**config.mk**
```make
export PLATFORM = sky130hd
export DESIGN_NAME = multicycle_control
export DESIGN_NICKNAME = d
export VERILOG_FILES = /design/src/rtl/mips_pkg.sv /design/src/rtl/mc_ctrl_decode.sv /design/src/rtl/multicycle_control.sv
export SDC_FILE = /design/constraint.sdc
export NUM_CORES = 1
export LEC_CHECK = 0
export CAP_MARGIN = 15
export CORE_UTILIZATION = 51
export DETAILED_ROUTE_END_ITERATION = 12
export GPL_TIMING_DRIVEN = 1
export PLACE_DENSITY = 0.84
export SLEW_MARGIN = 20
export SYNTH_ARGS = -nofsm -noshare
export SYNTH_HDL_FRONTEND = slang
export SYNTH_SLANG_ARGS = --single-unit
```
**constraint.sdc**
```tcl
create_clock -name i_clk -period 3.9 [get_ports i_clk]
set_clock_uncertainty 0.05 [all_clocks]
set_input_delay 0.78 -clock i_clk [delete_from_list [all_inputs] [get_ports i_clk]]
set_output_delay 0.78 -clock i_clk [all_outputs]
set_load 0.05 [all_outputs]
```
**src/rtl/mips_pkg.sv**
```systemverilog
// Shared definitions for the multi-cycle MIPS controller: opcodes, FSM states,
// datapath mux encodings and the control word carried from decoder to top.
package mips_pkg;

    localparam logic [5:0] OP_RTYPE = 6'h00;
    localparam logic [5:0] OP_J     = 6'h02;
    localparam logic [5:0] OP_BEQ   = 6'h04;
    localparam logic [5:0] OP_BNE   = 6'h05;
    localparam logic [5:0] OP_ADDI  = 6'h08;
    localparam logic [5:0] OP_SLTI  = 6'h0A;
    localparam logic [5:0] OP_ANDI  = 6'h0C;
    localparam logic [5:0] OP_ORI   = 6'h0D;
    localparam logic [5:0] OP_XORI  = 6'h0E;
    localparam logic [5:0] OP_LW    = 6'h23;
    localparam logic [5:0] OP_SW    = 6'h2B;

    typedef enum logic [3:0] {
        IDLE, FETCH, DECODE, EXEC_R, WB_R, EXEC_I, WB_I,
        MEM_ADDR, MEM_READ, MEM_WB, MEM_WRITE, BRANCH, JUMP, TRAP
    } state_t;

    typedef enum logic [1:0] {
        ALU_ADD = 2'b00, ALU_SUB = 2'b01, ALU_FUNCT = 2'b10, ALU_OPCODE = 2'b11
    } aluOp_t;

    typedef enum logic [1:0] {
        SRCB_REG = 2'b00, SRCB_FOUR = 2'b01, SRCB_IMM = 2'b10, SRCB_IMM_SH2 = 2'b11
    } aluSrcB_t;

    typedef enum logic [1:0] {
        PCSRC_ALU = 2'b00, PCSRC_ALUOUT = 2'b01, PCSRC_JUMP = 2'b10
    } pcSrc_t;

    typedef struct packed {
        logic     pcWrite;
        logic     pcWriteBeq;
        logic     pcWriteBne;
        pcSrc_t   pcSrc;
        logic     iorD;
        logic     memRead;
        logic     memWrite;
        logic     irWrite;
        logic     regDst;
        logic     regWrite;
        logic     memtoReg;
        logic     extOp;
        logic     aluSrcA;
        aluSrcB_t aluSrcB;
        aluOp_t   aluOp;
        logic     instrDone;
        logic     illegal;
    } ctrl_t;

    // Where DECODE goes for a given opcode; unknown opcodes land in TRAP.
    function automatic state_t dispatch(input logic [5:0] opcode);
        case (opcode)
            OP_RTYPE:                                   return EXEC_R;
            OP_ADDI, OP_SLTI, OP_ANDI, OP_ORI, OP_XORI: return EXEC_I;
            OP_LW, OP_SW:                               return MEM_ADDR;
            OP_BEQ, OP_BNE:                             return BRANCH;
            OP_J:                                       return JUMP;
            default:                                    return TRAP;
        endcase
    endfunction

endpackage

```
**src/rtl/mc_ctrl_decode.sv**
```systemverilog
// Combinational control-word decoder: state plus opcode and memory ready
// produce every datapath strobe for the current cycle.
module mc_ctrl_decode
    import mips_pkg::*;
(
    input  state_t      state,
    input  logic [5:0]  opcode,
    input  logic        memReady,
    output ctrl_t       ctrl
);

    always_comb begin
        // NOTE: default the whole word first so no path through the case infers a latch.
        ctrl = '0;
        unique case (state)
            FETCH: begin
                ctrl.memRead = 1'b1;
                ctrl.aluSrcB = SRCB_FOUR;
                ctrl.irWrite = memReady;
                ctrl.pcWrite = memReady;
            end
            DECODE: begin
                ctrl.aluSrcB = SRCB_IMM_SH2;
                ctrl.extOp   = 1'b1;
            end
            EXEC_R: begin
                ctrl.aluSrcA = 1'b1;
                ctrl.aluOp   = ALU_FUNCT;
            end
            WB_R: begin
                ctrl.regDst    = 1'b1;
                ctrl.regWrite  = 1'b1;
                ctrl.instrDone = 1'b1;
            end
            EXEC_I: begin
                ctrl.aluSrcA = 1'b1;
                ctrl.aluSrcB = SRCB_IMM;
                ctrl.aluOp   = ALU_OPCODE;
                // Logical immediates are zero-extended, arithmetic ones sign-extended.
                ctrl.extOp   = (opcode == OP_ADDI) || (opcode == OP_SLTI);
            end
            WB_I: begin
                ctrl.regWrite  = 1'b1;
                ctrl.instrDone = 1'b1;
            end
            MEM_ADDR: begin
                ctrl.aluSrcA = 1'b1;
                ctrl.aluSrcB = SRCB_IMM;
                ctrl.extOp   = 1'b1;
            end
            MEM_READ: begin
                ctrl.memRead = 1'b1;
                ctrl.iorD    = 1'b1;
            end
            MEM_WB: begin
                ctrl.regWrite  = 1'b1;
                ctrl.memtoReg  = 1'b1;
                ctrl.instrDone = 1'b1;
            end
            MEM_WRITE: begin
                ctrl.memWrite  = 1'b1;
                ctrl.iorD      = 1'b1;
                ctrl.instrDone = memReady;
            end
            BRANCH: begin
                ctrl.aluSrcA    = 1'b1;
                ctrl.aluOp      = ALU_SUB;
                ctrl.pcSrc      = PCSRC_ALUOUT;
                ctrl.pcWriteBeq = (opcode == OP_BEQ);
                ctrl.pcWriteBne = (opcode == OP_BNE);
                ctrl.instrDone  = 1'b1;
            end
            JUMP: begin
                ctrl.pcWrite   = 1'b1;
                ctrl.pcSrc     = PCSRC_JUMP;
                ctrl.instrDone = 1'b1;
            end
            TRAP: ctrl.illegal = 1'b1;
            default: ;
        endcase
    end

endmodule

```
**src/rtl/multicycle_control.sv**
```systemverilog
// Multi-cycle MIPS control FSM: state register, next-state logic and the
// retired-instruction counter; strobes come from mc_ctrl_decode.
module multicycle_control
    import mips_pkg::*;
#(
    parameter int CNT_W = 32
) (
    input  logic             i_clk,
    input  logic             i_rst,
    input  logic [5:0]       i_opcode,
    input  logic             i_memReady,
    output logic             o_pcWrite,
    output logic             o_pcWriteBeq,
    output logic             o_pcWriteBne,
    output logic [1:0]       o_pcSrc,
    output logic             o_iorD,
    output logic             o_memRead,
    output logic             o_memWrite,
    output logic             o_irWrite,
    output logic             o_regDst,
    output logic             o_regWrite,
    output logic             o_memtoReg,
    output logic             o_extOp,
    output logic             o_aluSrcA,
    output logic [1:0]       o_aluSrcB,
    output logic [1:0]       o_aluOp,
    output logic             o_instrDone,
    output logic             o_illegal,
    output logic [CNT_W-1:0] o_retired
);

    state_t           state, nextState;
    ctrl_t            ctrl;
    logic [CNT_W-1:0] retired;

    always_ff @(posedge i_clk) begin
        // NOTE: registers use non-blocking assignment so every flop samples pre-edge values.
        if (i_rst) state <= IDLE;
        else       state <= nextState;
    end

    always_comb begin
        nextState = state;
        unique case (state)
            IDLE:      nextState = FETCH;
            FETCH:     if (i_memReady) nextState = DECODE;
            DECODE:    nextState = dispatch(i_opcode);
            EXEC_R:    nextState = WB_R;
            EXEC_I:    nextState = WB_I;
            MEM_ADDR:  nextState = (i_opcode == OP_LW) ? MEM_READ : MEM_WRITE;
            MEM_READ:  if (i_memReady) nextState = MEM_WB;
            MEM_WRITE: if (i_memReady) nextState = FETCH;
            WB_R, WB_I, MEM_WB, BRANCH, JUMP: nextState = FETCH;
            TRAP:      nextState = TRAP;
            default:   nextState = IDLE;
        endcase
    end

    mc_ctrl_decode u_decode (
        .state    (state),
        .opcode   (i_opcode),
        .memReady (i_memReady),
        .ctrl     (ctrl)
    );

    // Counter wraps naturally; TRAP never raises instrDone so it stays frozen there.
    always_ff @(posedge i_clk) begin
        if (i_rst)               retired <= '0;
        else if (ctrl.instrDone) retired <= retired + CNT_W'(1);
    end

    assign o_pcWrite    = ctrl.pcWrite;
    assign o_pcWriteBeq = ctrl.pcWriteBeq;
    assign o_pcWriteBne = ctrl.pcWriteBne;
    assign o_pcSrc      = ctrl.pcSrc;
    assign o_iorD       = ctrl.iorD;
    assign o_memRead    = ctrl.memRead;
    assign o_memWrite   = ctrl.memWrite;
    assign o_irWrite    = ctrl.irWrite;
    assign o_regDst     = ctrl.regDst;
    assign o_regWrite   = ctrl.regWrite;
    assign o_memtoReg   = ctrl.memtoReg;
    assign o_extOp      = ctrl.extOp;
    assign o_aluSrcA    = ctrl.aluSrcA;
    assign o_aluSrcB    = ctrl.aluSrcB;
    assign o_aluOp      = ctrl.aluOp;
    assign o_instrDone  = ctrl.instrDone;
    assign o_illegal    = ctrl.illegal;
    assign o_retired    = retired;

endmodule

```
==> metrics.log, run 1 <==
[metrics] Tightest Pin Transition: 0.965 ns
[metrics] number of antenna violations at the first check in global routing: 0
[metrics] fillcell total: roughly 320
[metrics] Critical Path Start Type: input port
[metrics] Clock Path Buffers: 2
[metrics] maximum fanout encountered on the critical timing path: 5
[metrics] largest cells by area after synthesis: sky130_fd_sc_hd__dfxtp_1 35%, sky130_fd_sc_hd__xnor2_1 7.2%, sky130_fd_sc_hd__nor2_1 6.7%
[metrics] period utilisation layout: 91.8%
[metrics] count of port buffers added during placement: 60
[metrics] power per unit of standard cell area: ~300 nW/um^2
[metrics] vias in the first global route: 1,828
[metrics] fraction of synthesized cell area taken by the top area cell type: between 30% and 40%
[metrics] outcome: finished, final reports clean
[metrics] Clk pin slew, worst setup/hold paths: 0.07 ns
[metrics] DRC violation total after the first TritonRoute iteration: ~150
[metrics] area added between synthesis and finish: 33.6%
[metrics] min Tclk post-route: 3.58 ns
[metrics] die area: about 4300 um^2
[metrics] post-CTS setup-driven buffer insertion count: 0
[metrics] Clk pwr share: approximately a third
[metrics] combinational group share of total power: about a fifth
[metrics] DR vias: about 2,100
[metrics] xor and xnor area share after synthesis: under 10%
[metrics] drt wl/cell: ~14 um
[metrics] post-detailed-placement half-perimeter wirelength: around 3600 um
[metrics] cell accounting for the most synthesized area: sky130_fd_sc_hd__dfxtp_1
[metrics] most frequent standard cell in the layout excluding fill and tap cells: sky130_fd_sc_hd__clkdlybuf4s50_1
[metrics] Relative slew margins: a little over a third
[metrics] number of top-level pins: a little over 60
[metrics] Crit Path Category: input port to output port
[metrics] placer's final routability congestion estimate: about 0.84
[metrics] TritonCTS buffer count: 5
[metrics] CTS tree: built
[metrics] number of enable-type register cells in the synthesized netlist: 0
[metrics] CTS root buffer: sky130_fd_sc_hd__clkbuf_8
[metrics] combined area of all synthesized cells: a little over 2000 um^2
[metrics] minimum setup slack in the final design: approximately 0.32 ns
[metrics] final slew viol count: 0
[metrics] post-route met1 wirelength: 2350 um
[metrics] number of clock sinks seen by CTS: 36
[metrics] required time of the critical path: between 3 and 4 ns
[metrics] total internal power: ~0.57 mW
[metrics] count of unresolved DRC violations after routing: 0
[metrics] total grt overflow: 0
[metrics] Core Box Area: approximately 3800 um^2
[metrics] highest layer used for signal routing: met4
[metrics] net switching power: about 0.24 mW
[metrics] Die X: between 60 and 70 um
[metrics] Initial Utilization: 54.9%
[metrics] Switching Share: around 30%
[metrics] Syn Inst Count: 266
[metrics] Setup TNS: 0 ns
[metrics] number of diodes: 0
[metrics] insertion delay to the later sink of the worst-skew pair: ~0.28 ns
[metrics] number of hold violations in the final report: 0
[metrics] area share of and/or/nand/nor cells after synthesis: a little over a third
[metrics] Setup-failing EPs final: 0
[metrics] Primary FF master, synth: sky130_fd_sc_hd__dfxtp_1
[metrics] mean area per synthesized cell: 7.79 um^2
[metrics] nets in the synthesized netlist: about 280
[metrics] Max Clock Freq: approximately 280 MHz
[metrics] sum of met3 wire segment lengths after detailed routing: between 300 and 400 um
[metrics] height of the chip: approximately 66 um
[metrics] H-tree depth: 2
[metrics] most frequent cells in the layout: 57 x sky130_fd_sc_hd__clkdlybuf4s50_1, 37 x sky130_fd_sc_hd__nor2_1, 36 x sky130_fd_sc_hd__dfxtp_1
[metrics] number of rows in the core area: 22
[metrics] layout cell share with drive strength beyond 1: 6.21%
[metrics] unrepaired setup endpoints after global routing: false
[metrics] Synth Area in Adders: 0.604%
[metrics] number of resized instances in the post-cts repair step: 0
[metrics] metal2 WL: 2350 um
[metrics] via density per instance: 5.70
[metrics] Unique masters post-synth: 45
[metrics] multiplexer fraction of the synthesized cell area: roughly 1.0%
[metrics] residual antenna-violating net count after detailed routing: 0
[metrics] Synth Area in Compound Gates: roughly 14%
[metrics] Max-cap violations: 0
[metrics] post-placement worst setup slack: 0.356 ns
[metrics] largest net degree at the start of global routing: 26
[metrics] portion of total power attributed to sequential cells: roughly 48%
[metrics] total of warnings raised by yosys: 0
[metrics] Lkg Pwr: slightly below 0.9 nW
[metrics] worst hold path class: flip-flop to flip-flop
[metrics] Critical Path Sink Type: output port
[metrics] hold bufs inserted after CTS: 0
[metrics] Layout Nets: ~330
[metrics] worst path arrival time: around 2.8 ns
[metrics] async set-reset flop share out of synthesis: 0%
[metrics] total routing usage reported by global routing: ~25%
[metrics] DR pass1 iterations: 4
[metrics] sum of routed wire length over all layers: roughly 5100 um
[metrics] peak supply drop: ~0.00029 V
[metrics] main combinational cell family by area after synthesis: simple AND/OR/NAND/NOR gates
[metrics] first-pass GRT wire length: just over 8000 um
[metrics] portion of the post-synthesis area used by sequential elements: 34.8%
[metrics] flip-flop and latch count after synthesis: 36
## cell families after synthesis
group	after synthesis
DFF	36
muxes	2
AOI/OAI and AO/OA	47
adders and majority gates	1
xor gates and xnor gates	23
and+or+nand+nor	134
buffers and inverters	23
## Yosys cell counts (all sizes together) (2+ instances only)
cell	instances
a2111oi	2
a211oi	3
a21boi	4
a21oi	14
a31oi	4
and2	3
and3	5
and4	6
buf	4
clkbuf	12
dfxtp	36
inv	6
nand2	16
nand2b	9
nand3	16
nand4	4
nor2	37
nor2b	4
nor3	5
nor4	13
nor4b	2
o21ai	10
o22ai	3
o31ai	3
or3	9
or4	3
xnor2	17
xor2	6
## critical path, cell delays in order
cell                              delay, ns
sky130_fd_sc_hd__clkdlybuf4s50_1       0.47
sky130_fd_sc_hd__nor3_1                0.31
sky130_fd_sc_hd__a31o_2                0.20
sky130_fd_sc_hd__a31oi_1               0.07
sky130_fd_sc_hd__nor2_1                0.11
sky130_fd_sc_hd__clkdlybuf4s50_1       0.81
## stage by stage
step / util (%) / power, mW / hold slack (ns) / instances / instance area (um^2)
2_1_floorplan: - / 0.504 / 0.621 / 266 / 2070
3_3_place_gp: 71.0 / 0.552 / 0.437 / 362 / 2680
3_5_place_dp: 71.0 / 0.553 / 0.455 / 362 / 2680
4_1_cts: 73.4 / 0.817 / 0.467 / 370 / 2770
5_1_grt: 73.4 / 0.852 / 0.490 / 370 / 2770
6_report: 73.4 / 0.816 / 0.462 / 370 / 2770
## power by group through the flow
stage,clock (mW),combinational (mW),sequential (mW)
floorplan,0,0.118,0.386
global placement,0,0.157,0.395
detailed placement,0,0.158,0.395
CTS,0.272,0.159,0.387
global route,0.294,0.170,0.389
finish,0.270,0.159,0.387
## state kept, by name, indices dropped and copies added (netlist names)
name	cells
o_retired	32
state	4
## layout make-up
| type | count | area [um^2] | area share [%] |
|---|---|---|---|
| multi-input combinational | 207 | 1250 | 45.1 |
| timing repair buffer | 64 | 623 | 22.5 |
| sequential | 36 | 721 | 26.0 |
| clock buffer | 8 | 90.1 | 3.25 |
| tap | 48 | 60.1 | 2.17 |
| inverter | 7 | 26.3 | 0.949 |
## worst paths after layout
check,from,endpoint,slack (ns),depth (start not counted)
max,i_opcode[0],o_extOp,0.32,6
max reg2reg,state[2],o_retired[30],1.31,5
min,o_retired[1],o_retired[1],0.46,2
min reg2reg,o_retired[1],o_retired[1],0.46,2
## metal layers
layer,global-route usage (%),vias up
met1,31.4,968
met5,0,-
li1,-,1063
met2,39.3,66
met3,5.90,11
met4,9.51,0
Power figures use the tool's default switching activity.
==> run 2, diff against run 1 <==
Settings changed: SETUP_SLACK_MARGIN from default to 0.4, SKIP_LAST_GASP from default to 1.
==> run 2 against run 1 <==
  * Total power is essentially flat
  * Cell area is essentially flat
  * Count of clock-buffer cells in the layout is the same
  * Global-route usage is the same
  * Worst setup slack gained 0.27 ns
  * Sequential power is essentially flat
  * Utilization is essentially flat
  * First-iteration DRC count is the same
  * Register-to-register slack is essentially flat
  * Flip-flop and latch count is the same
  * Critical path depth shrank 2
==> metrics.log, run 2 (synthesized netlist as in run 1, its figures left out) <==
[metrics] outcome: finished, final reports clean (unchanged)
[metrics] startpoint of the lowest-slack register-to-register path: state[2] (unchanged)
[metrics] period utilisation layout: 85.0% (was 91.8%)
[metrics] DRC violation total after the first TritonRoute iteration: 152 (unchanged)
[metrics] hold path startpoint: o_retired[1] (unchanged)
[metrics] min Tclk post-route: 3.31 ns (was 3.58 ns)
[metrics] Clk pin slew, worst setup/hold paths: 0.07 ns (about the same)
[metrics] slowest cell on the critical path: sky130_fd_sc_hd__dfxtp_1 (was sky130_fd_sc_hd__clkdlybuf4s50_1)
[metrics] CP peak stage delay: 0.81 ns (about the same)
[metrics] first-pass GRT wire length: 8250 um (unchanged)
[metrics] post-CTS setup-driven buffer insertion count: 0 (unchanged)
[metrics] final slew viol count: 0 (unchanged)
[metrics] CTS tree: built (unchanged)
[metrics] layout cell share with drive strength beyond 1: 6.21% (unchanged)
[metrics] Max Clock Freq: 302 MHz (was 279 MHz)
[metrics] total non-filler cell area in the finished layout: 2770 um^2 (about the same)
[metrics] die area: 4320 um^2 (unchanged)
[metrics] DR pass1 iterations: 4 (unchanged)
[metrics] Max-cap violations: 0 (unchanged)
[metrics] TritonCTS buffer count: 5 (unchanged)
[metrics] required time of the critical path: 3.07 ns (about the same)
[metrics] largest net degree at the start of global routing: 26 (unchanged)
[metrics] DR vias: 2,108 (unchanged)
[metrics] net switching power: 0.241 mW (about the same)
[metrics] most frequent standard cell in the layout excluding fill and tap cells: sky130_fd_sc_hd__clkdlybuf4s50_1 (unchanged)
[metrics] number of rows in the core area: 22 (unchanged)
[metrics] Initial Utilization: 54.9% (unchanged)
[metrics] combinational group share of total power: 19.4% (was 19.5%)
[metrics] power per unit of standard cell area: 295 nW/um^2 (about the same)
[metrics] CTS root buffer: sky130_fd_sc_hd__clkbuf_8 (unchanged)
[metrics] residual antenna-violating net count after detailed routing: 0 (unchanged)
[metrics] Layout Nets: 331 (unchanged)
[metrics] number of hold violations in the final report: 0 (unchanged)
[metrics] count of port buffers added during placement: 60 (unchanged)
[metrics] Relative slew margins: 35.5% (unchanged)
[metrics] total routing usage reported by global routing: 24.5% (unchanged)
[metrics] Critical Path, Cell by Cell: nor2_1, and3_1, or2_2, clkdlybuf4s50_1 (was clkdlybuf4s50_1, nor3_1, a31o_2, a31oi_1, nor2_1, clkdlybuf4s50_1)
[metrics] area added between synthesis and finish: 33.5% (was 33.6%)
[metrics] Die X: 65.7 um (unchanged)
[metrics] placed inst area: 2680 um^2 (unchanged)
[metrics] worst path arrival time: 2.48 ns (was 2.75 ns)
[metrics] Core Box Area: 3770 um^2 (unchanged)
[metrics] placer's final routability congestion estimate: 0.838 (unchanged)
[metrics] vias in the first global route: 1,828 (unchanged)
[metrics] peak supply drop: 0.000290 V (about the same)
[metrics] maximum fanout encountered on the critical timing path: 22 (was 5)
[metrics] H-tree depth: 2 (unchanged)
[metrics] number of diodes: 0 (unchanged)
[metrics] number of top-level pins: 61 (unchanged)
[metrics] number of resized instances in the post-cts repair step: 1 (was 0)
[metrics] worst hold path class: flip-flop to flip-flop (unchanged)
[metrics] fillcell total: 317 (unchanged)
[metrics] unrepaired setup endpoints after global routing: false (unchanged)
[metrics] count of unresolved DRC violations after routing: 0 (unchanged)
[metrics] total grt overflow: 0 (unchanged)
[metrics] insertion delay to the later sink of the worst-skew pair: 0.28 ns (about the same)
[metrics] beginning of the critical path: state[3] (was i_opcode[0])
[metrics] height of the chip: 65.7 um (unchanged)
[metrics] Lkg Pwr: 0.899 nW (was 0.895 nW)
[metrics] Clk pwr share: 33.1% (about the same)
[metrics] portion of total power attributed to sequential cells: 47.5% (about the same)
[metrics] drt wl/cell: 13.8 um (about the same)
[metrics] total internal power: 0.574 mW (was 0.575 mW)
[metrics] Crit Path Category: flip-flop to output port (was input port to output port)
[metrics] final std cells w/o fill: 370 (unchanged)
[metrics] number of clock sinks seen by CTS: 36 (unchanged)
[metrics] hold bufs inserted after CTS: 0 (unchanged)
[metrics] Setup TNS: 0 ns (unchanged)
[metrics] Switching Share: 29.5% (about the same)
[metrics] sum of routed wire length over all layers: 5090 um (about the same)
[metrics] number of antenna violations at the first check in global routing: 0 (unchanged)
[metrics] Critical Path Start Type: flip-flop (was input port)
[metrics] Critical Path Sink Type: output port (unchanged)
[metrics] post-detailed-placement half-perimeter wirelength: 3590 um (unchanged)
[metrics] most frequent cells in the layout: 56 x sky130_fd_sc_hd__clkdlybuf4s50_1, 37 x sky130_fd_sc_hd__nor2_1, 36 x sky130_fd_sc_hd__dfxtp_1 (was 57 x sky130_fd_sc_hd__clkdlybuf4s50_1, 37 x sky130_fd_sc_hd__nor2_1, 36 x sky130_fd_sc_hd__dfxtp_1)
[metrics] number of flip-flops in the largest register: 32 (unchanged)
[metrics] Setup-failing EPs final: 0 (unchanged)
[metrics] via density per instance: 5.70 (unchanged)
[metrics] Tightest Pin Transition: 0.965 ns (unchanged)
[metrics] number of placed cells counting well taps: 362 (unchanged)
[metrics] Clock Path Buffers: 2 (unchanged)
## run 2: cell count changes in the layout (fill, tap and decap cells not counted), sizes merged
cell           change
clkdlybuf4s50      -1
dlygate4sd2        +1
## run 2: stage by stage
stage	setup slack (ns)	hold slack (ns)	utilization [%]	total power, mW
floorplan	0.738	0.621	-	0.504
global placement	0.387	0.437	71.0	0.552
detailed placement	0.356	0.455	71.0	0.553
CTS	0.593	0.467	73.4	0.816
global route	0.428	0.490	73.4	0.852
finish	0.587	0.462	73.4	0.815
## run 2: area by class of cell
class / count / area (um^2) / area share (%)
inverter: 7 / 26.3 / 0.950
sequential: 36 / 721 / 26.1
tap: 48 / 60.1 / 2.17
timing repair buffer: 64 / 622 / 22.5
clock buffer: 8 / 90.1 / 3.26
multi-input combinational: 207 / 1250 / 45.1
## run 2: worst max-delay path: cells and delay by family (launching register included)
family / cells / cell delay [ns]
DFF: 1 / 0.81
buffers and inverters: 1 / 0.70
and+or+nand+nor: 3 / 0.69
## run 2: worst paths after layout
| check | slack (ns) | cells after the start | end |
|---|---|---|---|
| hold / removal | 0.46 | 2 | o_retired[1] |
| setup / recovery | 0.59 | 4 | o_pcWrite |
| setup reg to reg | 1.31 | 5 | o_retired[30] |
| hold reg to reg | 0.46 | 2 | o_retired[1] |
## run 2: per-layer routing
| metal | vias up | wire length [um] | global-route usage [%] |
|---|---|---|---|
| met5 | - | 0 | 0 |
| met4 | 0 | 91 | 9.51 |
| met3 | 11 | 305 | 5.90 |
| met2 | 66 | 2350 | 39.3 |
| met1 | 968 | 2350 | 31.4 |
| li1 | 1063 | - | - |
## run 2: power by group through the flow
stage	logic [mW]	clock network [mW]	registers, mW
floorplan	0.118	0	0.386
global placement	0.157	0	0.395
detailed placement	0.158	0	0.395
CTS	0.158	0.272	0.387
global route	0.169	0.294	0.389
finish	0.158	0.270	0.387
==> run 3, diff against run 2 <==
Settings changed: CORE_UTILIZATION 51 to 43, PLACE_DENSITY 0.84 to 0.76.
Clock period 3.9 ns to 2.7 ns, I/O delays scaled along.
==> run 3 against run 2 <==
  * Global-route usage down 2.4 points
  * Combinational power is 73% higher
  * Count of clock-buffer cells in the layout shrank 2
  * Non-clock buffer count grew 15
  * Utilization down 6.8 points
==> metrics.log, run 3 (synthesized netlist as in run 1, its figures left out) <==
[metrics] total grt overflow: 0 (unchanged)
[metrics] vias in the first global route: 2,003 (was 1,828)
[metrics] hold bufs inserted after CTS: 0 (unchanged)
[metrics] peak supply drop: 0.000322 V (was 0.000290 V)
[metrics] Core Box Area: 4500 um^2 (was 3770 um^2)
[metrics] Max-cap violations: 0 (unchanged)
[metrics] number of antenna violations at the first check in global routing: 0 (unchanged)
[metrics] Clock Path Buffers: 2 (unchanged)
[metrics] number of hold violations in the final report: 0 (unchanged)
[metrics] power per unit of standard cell area: 430 nW/um^2 (was 295 nW/um^2)
[metrics] post-detailed-placement half-perimeter wirelength: 4000 um (was 3590 um)
[metrics] Clk pwr share: 36.3% (was 33.1%)
[metrics] Lkg Pwr: 1.05 nW (was 0.899 nW)
[metrics] required time of the critical path: 2.11 ns (was 3.07 ns)
[metrics] H-tree depth: 2 (unchanged)
[metrics] portion of total power attributed to sequential cells: 42.5% (was 47.5%)
[metrics] number of clock sinks seen by CTS: 36 (unchanged)
[metrics] Critical Path Start Type: input port (was flip-flop)
[metrics] maximum fanout encountered on the critical timing path: 4 (was 22)
[metrics] count of port buffers added during placement: 60 (unchanged)
[metrics] net switching power: 0.375 mW (was 0.241 mW)
[metrics] CP peak stage delay: 0.29 ns (was 0.81 ns)
[metrics] area added between synthesis and finish: 44.7% (was 33.5%)
[metrics] Die X: 71.4 um (was 65.7 um)
[metrics] DRC violation total after the first TritonRoute iteration: 104 (was 152)
[metrics] worst path arrival time: 1.67 ns (was 2.48 ns)
[metrics] CTS root buffer: sky130_fd_sc_hd__clkbuf_8 (unchanged)
[metrics] most frequent cells in the layout: 33 x sky130_fd_sc_hd__nor2_1, 33 x sky130_fd_sc_hd__clkdlybuf4s50_1, 31 x sky130_fd_sc_hd__dfxtp_1, 31 x sky130_fd_sc_hd__buf_4, 17 x sky130_fd_sc_hd__xnor2_1 (was 56 x sky130_fd_sc_hd__clkdlybuf4s50_1, 37 x sky130_fd_sc_hd__nor2_1, 36 x sky130_fd_sc_hd__dfxtp_1)
[metrics] DR pass1 iterations: 4 (unchanged)
[metrics] number of rows in the core area: 24 (was 22)
[metrics] post-placement worst setup slack: 0.139 ns (was 0.356 ns)
[metrics] DR vias: 2,158 (was 2,108)
[metrics] residual antenna-violating net count after detailed routing: 0 (unchanged)
[metrics] Final Total Pwr: 1.29 mW (was 0.815 mW)
[metrics] Setup TNS: 0 ns (unchanged)
[metrics] worst hold path class: flip-flop to flip-flop (unchanged)
[metrics] Critical Path Sink Type: output port (unchanged)
[metrics] total routing usage reported by global routing: 22.1% (was 24.5%)
[metrics] Max Clock Freq: between 400 and 500 MHz
[metrics] number of diodes: 0 (unchanged)
[metrics] count of unresolved DRC violations after routing: 0 (unchanged)
[metrics] Critical Path, Cell by Cell: dlygate4sd2_1, nor3_2, a31o_2, a31oi_1, nor2_1, clkbuf_16 (was nor2_1, and3_1, or2_2, clkdlybuf4s50_1)
[metrics] first-pass GRT wire length: 9020 um (was 8250 um)
[metrics] die area: 5100 um^2 (was 4320 um^2)
[metrics] number of top-level pins: 61 (unchanged)
[metrics] Layout Nets: 346 (was 331)
[metrics] CTS tree: built (unchanged)
[metrics] Switching Share: 29.1% (was 29.5%)
[metrics] outcome: finished, final reports clean (unchanged)
[metrics] number of flip-flops in the largest register: 32 (unchanged)
[metrics] final std cells w/o fill: 389 (was 370)
[metrics] period utilisation layout: 83.7%
[metrics] Setup-failing EPs final: 0 (unchanged)
[metrics] via density per instance: 5.55 (was 5.70)
[metrics] total internal power: 0.915 mW (was 0.574 mW)
[metrics] Relative slew margins: 64.0% (was 35.5%)
[metrics] TritonCTS buffer count: 5 (unchanged)
[metrics] min Tclk post-route: 2.26 ns
[metrics] Crit Path Category: input port to output port (was flip-flop to output port)
[metrics] combinational group share of total power: 21.2% (was 19.4%)
[metrics] minimum setup slack in the final design: 0.441 ns (was 0.587 ns)
[metrics] insertion delay to the later sink of the worst-skew pair: 0.29 ns (was 0.28 ns)
[metrics] sum of routed wire length over all layers: 5460 um (was 5090 um)
[metrics] largest net degree at the start of global routing: 20 (was 26)
[metrics] height of the chip: 71.4 um (was 65.7 um)
[metrics] final slew viol count: 0 (unchanged)
[metrics] number of placed cells counting well taps: 380 (was 362)
[metrics] slowest cell on the critical path: sky130_fd_sc_hd__dlygate4sd2_1 (was sky130_fd_sc_hd__dfxtp_1)
[metrics] drt wl/cell: 14.0 um (was 13.8 um)
[metrics] Initial Utilization: 46.0% (was 54.9%)
[metrics] layout cell share with drive strength beyond 1: 21.4% (was 6.21%)
[metrics] unrepaired setup endpoints after global routing: true (was false)
[metrics] Tightest Pin Transition: 0.538 ns (was 0.965 ns)
[metrics] utilization after layout: 66.6% (was 73.4%)
[metrics] Clk pin slew, worst setup/hold paths: 0.07 ns (about the same)
[metrics] placer's final routability congestion estimate: 0.787 (was 0.838)
[metrics] fillcell total: 395 (was 317)
[run 3: path summary, 6_finish.rpt]
kind / startpoint / end / slack [ns] / cells past startpoint
max: i_opcode[2] / o_extOp / 0.44 / 6
min: o_retired[17] / o_retired[17] / 0.45 / 2
min reg2reg: o_retired[17] / o_retired[17] / 0.45 / 2
max reg2reg: o_retired[0] / o_retired[30] / 0.58 / 5
[run 3: final cells by class]
cell class	count	area (um^2)	area share (%)
tap	52	65.1	2.17
multi-input combinational	207	1320	43.9
clock inverter	2	35.0	1.17
sequential	36	727	24.2
clock buffer	6	72.6	2.42
inverter	7	27.5	0.918
timing repair buffer	79	754	25.2
[run 3: routing by layer]
layer | GRT usage, % | wire, um
met5 | 0 | 0
met4 | 4.22 | 14
met1 | 27.7 | 2480
met3 | 5.63 | 334
met2 | 38.7 | 2630
[run 3: critical path, delay by kind of cell]
family,cells,cell delay (ns)
buffers and inverters,2,0.48
AND/OR/NAND/NOR,2,0.38
AO/OA/AOI/OAI,2,0.27
[run 3: what timing repair did]
item,in CTS,in global routing
setup buffers,1,0
endpoints found under the setup margin,5,7
gates resized for setup,15,8
gates cloned,0,0
pin swaps,8,2
[run 3: power by group through the flow]
stage	clock, mW	sequential [mW]	combinational [mW]
5_1_grt	0.494	0.548	0.291
6_report	0.468	0.548	0.273
2_1_floorplan	0	0.558	0.175
4_1_cts	0.475	0.546	0.268
3_3_place_gp	0	0.558	0.262
3_5_place_dp	0	0.558	0.266
[run 3: metrics by stage]
stage | hold WS, ns | instance area, um^2
global placement | 0.429 | 2840
global route | 0.487 | 3000
floorplan | 0.552 | 2110
finish | 0.450 | 3000
CTS | 0.453 | 2970
detailed placement | 0.442 | 2840
